## src/rtl/data_buffer_pkg.sv

```systemverilog
// Shared definitions for the 64-byte USB <-> AHB-Lite data buffer.
// Holds the capacity and width constants, the transfer-size encoding
// and a helper that turns a transfer size into a byte count.
package data_buffer_pkg;

  localparam int DEPTH = 64;
  localparam int OCC_W = $clog2(DEPTH) + 1;
  localparam int PTR_W = $clog2(DEPTH);

  typedef enum logic [1:0] {SZ_1B, SZ_2B, SZ_3B, SZ_4B} xfer_size_t;

  typedef logic [7:0] byte_t;

  // Number of bytes moved by one AHB transfer of the given size (1..4).
  function automatic logic [2:0] size_bytes(input xfer_size_t sz);
    return {1'b0, sz} + 3'd1;
  endfunction

endpackage

```

## src/rtl/data_buffer_mem.sv

```systemverilog
// Byte-wide circular storage for data_buffer.
// Up to four byte writes and four byte reads per cycle, each group at
// consecutive addresses starting from a base that wraps modulo DEPTH.
// Ports:
//   clk      in   clock; writes take effect on the rising edge
//   we_i     in   per-lane write enable, lane k writes address waddr_i+k
//   waddr_i  in   write base address
//   wdata_i  in   write data, lane k in [8k+7:8k]
//   raddr_i  in   read base address
//   rdata_o  out  combinational read data, lane k from address raddr_i+k
module data_buffer_mem
  import data_buffer_pkg::*;
(
  input  logic             clk,
  input  logic [3:0]       we_i,
  input  logic [PTR_W-1:0] waddr_i,
  input  logic [31:0]      wdata_i,
  input  logic [PTR_W-1:0] raddr_i,
  output logic [31:0]      rdata_o
);

  byte_t mem_q [DEPTH];

  // Contents are never reset; validity is tracked by the pointers.
  always_ff @(posedge clk) begin
    for (int k = 0; k < 4; k++) begin
      if (we_i[k]) mem_q[waddr_i + PTR_W'(k)] <= wdata_i[8*k +: 8];
    end
  end

  // The address sum is PTR_W bits wide, so it wraps 63 -> 0 by itself.
  always_comb begin
    rdata_o = '0;
    for (int k = 0; k < 4; k++) begin
      rdata_o[8*k +: 8] = mem_q[raddr_i + PTR_W'(k)];
    end
  end

endmodule

```

## src/rtl/data_buffer.sv

```systemverilog
// 64-byte byte-wide FIFO shared between the USB packet engines and the
// AHB-Lite slave. RX bytes are pushed singly and popped 1-4 at a time by
// AHB reads; TX bytes are pushed 1-4 at a time by AHB writes and popped
// singly by the USB TX side. Occupancy is reported for flow control.
// Ports:
//   clk                   in   system clock
//   n_rst                 in   synchronous reset, active high
//   clear                 in   synchronous flush, same effect as reset
//   store_rx_packet_data  in   push rx_packet_data (ignored when reserved)
//   rx_packet_data        in   byte from USB RX
//   get_rx_data           in   pop data_size+1 bytes into rx_data
//   data_size             in   AHB transfer size, 0..3 -> 1..4 bytes
//   tx_data               in   AHB write data, byte 0 in [7:0]
//   store_tx_data         in   push data_size+1 bytes of tx_data
//   get_tx_packet_data    in   pop one byte into tx_packet_data
//   buffer_reserved       in   buffer claimed for a TX transfer
//   buffer_occupancy      out  bytes stored, 0..64
//   rx_data               out  registered AHB read data
//   tx_packet_data        out  registered byte for USB TX
module data_buffer
  import data_buffer_pkg::*;
(
  input  logic             clk,
  input  logic             n_rst,
  input  logic             clear,
  input  logic             store_rx_packet_data,
  input  logic [7:0]       rx_packet_data,
  input  logic             get_rx_data,
  input  logic [1:0]       data_size,
  input  logic [31:0]      tx_data,
  input  logic             store_tx_data,
  input  logic             get_tx_packet_data,
  input  logic             buffer_reserved,
  output logic [OCC_W-1:0] buffer_occupancy,
  output logic [31:0]      rx_data,
  output logic [7:0]       tx_packet_data
);

  logic [PTR_W-1:0] wptr_q, wptr_d;
  logic [PTR_W-1:0] rptr_q, rptr_d;
  logic [OCC_W-1:0] occ_q, occ_d;
  logic [31:0]      rx_data_q;
  byte_t            tx_byte_q;

  logic [2:0]       wr_req, rd_req, wr_acc, rd_act;
  logic [OCC_W-1:0] free_space;
  logic [3:0]       we;
  logic [31:0]      wdata, rdata, rd_masked;
  logic             flush;

  assign flush = n_rst | clear;

  always_comb begin
    wr_req = 3'd0;
    if (store_tx_data)                                wr_req = size_bytes(xfer_size_t'(data_size));
    else if (store_rx_packet_data && !buffer_reserved) wr_req = 3'd1;

    rd_req = 3'd0;
    if (get_rx_data)             rd_req = size_bytes(xfer_size_t'(data_size));
    else if (get_tx_packet_data) rd_req = 3'd1;

    // Space and availability both come from the pre-edge occupancy, so a
    // same-cycle pop never makes room for a same-cycle push and vice versa.
    free_space = OCC_W'(DEPTH) - occ_q;
    wr_acc = ({{(OCC_W-3){1'b0}}, wr_req} > free_space) ? free_space[2:0] : wr_req;
    rd_act = ({{(OCC_W-3){1'b0}}, rd_req} > occ_q)      ? occ_q[2:0]      : rd_req;
    if (flush) begin
      wr_acc = 3'd0;
      rd_act = 3'd0;
    end

    wdata = store_tx_data ? tx_data : {24'h0, rx_packet_data};

    we        = '0;
    rd_masked = '0;
    for (int k = 0; k < 4; k++) begin
      we[k] = (3'(k) < wr_acc);
      if (3'(k) < rd_act) rd_masked[8*k +: 8] = rdata[8*k +: 8];
    end

    wptr_d = wptr_q + PTR_W'(wr_acc);
    rptr_d = rptr_q + PTR_W'(rd_act);
    occ_d  = occ_q + OCC_W'(wr_acc) - OCC_W'(rd_act);
  end

  data_buffer_mem u_mem (
    .clk     (clk),
    .we_i    (we),
    .waddr_i (wptr_q),
    .wdata_i (wdata),
    .raddr_i (rptr_q),
    .rdata_o (rdata)
  );

  always_ff @(posedge clk) begin
    if (flush) begin
      wptr_q    <= '0;
      rptr_q    <= '0;
      occ_q     <= '0;
      rx_data_q <= '0;
      tx_byte_q <= '0;
    end else begin
      wptr_q <= wptr_d;
      rptr_q <= rptr_d;
      occ_q  <= occ_d;
      // An AHB read takes priority; the TX byte then keeps its old value.
      if (get_rx_data)             rx_data_q <= rd_masked;
      else if (get_tx_packet_data) tx_byte_q <= rd_masked[7:0];
    end
  end

  assign buffer_occupancy = occ_q;
  assign rx_data          = rx_data_q;
  assign tx_packet_data   = tx_byte_q;

endmodule

```

## config.mk

```make
export PLATFORM = sky130hd
export DESIGN_NAME = data_buffer
export DESIGN_NICKNAME = d
export VERILOG_FILES = /design/src/rtl/data_buffer_pkg.sv /design/src/rtl/data_buffer_mem.sv /design/src/rtl/data_buffer.sv
export SDC_FILE = /design/constraint.sdc
export NUM_CORES = 2
export LEC_CHECK = 0
export BUFFER_PORTS_ARGS = -buffer_cell sky130_fd_sc_hd__buf_2
export CORE_UTILIZATION = 30
export DETAILED_ROUTE_END_ITERATION = 10
export MAX_ROUTING_LAYER = met4
export PLACE_DENSITY_LB_ADDON = 0.1
export RECOVER_POWER = 100
export SLEW_MARGIN = 20
export SYNTH_ARGS = -nofsm -noshare
export SYNTH_HDL_FRONTEND = slang
export SYNTH_SLANG_ARGS = --single-unit
```

## constraint.sdc

```tcl
create_clock -name clk -period 13.9 [get_ports clk]
set_input_delay 2.085 -clock clk [delete_from_list [all_inputs] [get_ports clk]]
set_output_delay 2.085 -clock clk [all_outputs]
set_load 0.05 [all_outputs]
```

==> reports/results.tsv <==
metric	value	unit
width of the die	424	µm
fmax	0.0931	GHz
max-cap violations	17	
depth of the CTS H-tree	3	
number of vias after detailed routing	57292	
number of setup buffers added after CTS	0	
clock slew at the register clock pins of the worst setup and hold paths	0.06	ns
number of flops mapped to enable cells by yosys	512	
largest fanout on the critical path	48	
die footprint	180000	µm²
top library cells by usage in the layout, fill and taps aside	566 x mux4_2, 512 x edfxtp_1, 400 x o21ai_0	
total of hold buffers inserted after clock tree synthesis	0	
RSZ-0062 raised after global routing	false	
wire per inst	54.1	µm
post-synthesis share of cell area spent on and, or, nand and nor gates	8.24	%
static power due to leakage	17.7	nW
required arrival time at the worst endpoint	14.32	ns
hold path cells	1	
largest vdd supply drop	0.260	mV
Synth Register Bits	571	
clock tree from TritonCTS	yes	
worst slew margin relative to its limit	-135	%
share of post-route cells with drive strength above 1	24.4	%
leading cell type in the layout, fill and taps excluded	mux4_2	
post-DP HPWL	278000	µm
adder-cell share of the synthesized area	0.885	%
count of cells along the worst register-to-register path	9	
Clock Sinks	571	
mean instance size in the synthesized netlist	10.7	µm²
cts repair resizes	0	
final worst-path setup slack	3.16	ns
height of the die	424	µm
final hold slack	0.470	ns
Netlist cell types	95	
Final GP Congestion	1.09	
critical register-to-register path startpoint	rptr_q[0]	
Clock Latency Late Sink	0.76	ns
Most Crowded Layer GR	met2	
post-synthesis sequential area ratio	31.0	%
multiplexer share of the synthesized area	27.0	%
Worst R2R Setup Slack	4.13	ns
power consumption	6.46	mW
worst r2r dst	rx_data[13]	
Iteration-0 DRC Markers	10866	
worst min-delay path category	flop to flop	
Final min period	10.74	ns
main combinational cell family by area after synthesis	compound AO/OA/AOI/OAI gates	
GRT met3 Usage	19.8	%
hold-critical path endpoint	tx_packet_data[1]	
Congestion Overflow GR	0	
met1 capacity usage during global routing	54.5	%
final standard cell utilization of the core	33.8	%
final instance area	59600	µm²
part of the cycle the worst path needs	77.3	%
warnings from Yosys	0	
max-slew violation count	441	
number of placement rows	154	
Post-Syn Area	53400	µm²
Bufs on Longest Clock Path	3	
detailed-routing iteration count for the pre-antenna-repair pass	11	
maximum number of pins on one net before global-route repair	123	
worst setup path category	input pin to flop	
Tot GR Track Use	43.9	%
Setup Slack @ Placement	5.77	ns
final non-filler cell total	7283	
fraction of the mapped netlist area in compound gates	27.5	%
number of clock buffers inserted by TritonCTS	79	
final WL	394000	µm
parity-gate share of the synthesized area counting xor and xnor cells	0.489	%
total of fill cells in the finished design	17810	
actual slew at the worst max-slew pin	3.52	ns
commonest register cell after synthesis	edfxtp_1	
clock skew	0.0322	ns
via count of the first global-routing pass	50437	
global-route wire length before repair	510000	µm
signed area change from the synthesized netlist to the final layout	11.5	%
Cells after DPL	7086	
initial antenna violation count	41	
area of the core region	176000	µm²
hold violation count in the final report	0	
status	complete, but fails checks	
placed instance area	57000	µm²
worst endpoint data arrival time	11.16	ns
number of routed nets with antenna violations	0	
kind of start point of the critical path	input pin	
hold wc startpoint	tx_packet_data[1]	
total of buffers placed on input and output ports	96	
synthesized instance count	4988	
violated checks	DRC, capacitance limit, slew limit	
kind of end point of the critical path	flop	
number of top-level design ports	97	
Vias/cell	7.87	
Post-layout nets	4914	
Power Dens Cells	108	nW/µm²
cell chosen for the clock root	clkbuf_16	
met2 Track Usage GR	56.5	%
initial cell density of the core	30.3	%
number of nets produced by synthesis	5072	
Final setup violation count	0	
DRC viols	24	
Synth async-reset ratio	0	%
final-layout setup total negative slack	0	ns
layout make-up:
cell class	count	area, µm²	share of cell area, %
multi-input cells	3779	34900	58.6
flip-flops and latches	571	16600	27.8
clock inverters	39	402	0.674
inverters	38	143	0.239
well taps	2340	2930	4.91
clock buffers	105	2170	3.64
repair buffers	361	2370	3.97
diodes	50	125	0.210
worst max path at each step:
stage | startpoint | to | slack, ns | cells past startpoint
final | store_tx_data | u_mem.mem_q[19][3] | 3.16 | 14
after floorplan | store_tx_data | buffer_occupancy[6] | 7.36 | 26
after global placement | store_tx_data | u_mem.mem_q[52][2] | 5.84 | 14
after CTS | store_tx_data | u_mem.mem_q[52][1] | 6.58 | 14
after global routing | store_tx_data | u_mem.mem_q[12][0] | 3.15 | 14
after detailed placement | store_tx_data | u_mem.mem_q[52][2] | 5.77 | 14
power by group:
group	leakage, nW	internal (mW)	switching, mW
Clock	1.22	1.20	0.929
Sequential	5.08	1.91	0.0428
Combinational	11.4	0.729	1.66
Total	17.7	3.83	2.63
flip-flops by register name, indices dropped and copies added (netlist names):
signal and flops:
u_mem.mem_q 512, rx_data 32, tx_packet_data 8, buffer_occupancy 7
rptr_q 6, wptr_q 6
worst max-delay path: stages:
cell,delay [ns]
buf_4,0.27
clkbuf_1,2.37
nand2_1,0.47
inv_1,0.31
ha_1,0.29
o21a_1,0.15
o2111a_2,0.25
buf_4,0.32
a21oi_1,0.87
clkbuf_1,1.86
o21ai_0,1.00
buf_4,0.47
o221ai_1,0.20
a22oi_1,0.11
routing by layer:
layer | share of wire (%) | vias to the layer above
met1 | 37 | 29291
met5 | 0 | -
met4 | 8.5 | 0
met2 | 39 | 5673
met3 | 15 | 1327
li1 | - | 21001
cells by family (layout without fill, tap and decap cells):
| kind of cell | count (synthesis) | count (layout) |
|---|---|---|
| other cells | 0 | 50 |
| buf+inv | 638 | 543 |
| simple gates | 869 | 869 |
| fa+ha+maj | 35 | 35 |
| flops | 571 | 571 |
| xor+xnor | 29 | 29 |
| mux | 732 | 732 |
| compound gates | 2114 | 2114 |
synthesized netlist by cell type, drive strengths merged (122+ instances only):
| cell | n | area, µm² |
|---|---|---|
| edfxtp | 512 | 15400 |
| clkbuf | 416 | 1560 |
| nor2 | 181 | 687 |
| mux2i | 152 | 1520 |
| o22a | 122 | 1070 |
| a221oi | 284 | 2490 |
| o21ai | 494 | 2490 |
| a21oi | 259 | 1340 |
| mux4 | 566 | 12700 |
| nand2 | 252 | 946 |
| buf | 184 | 908 |
| o22ai | 279 | 1750 |
Power figures use the tool's default switching activity.
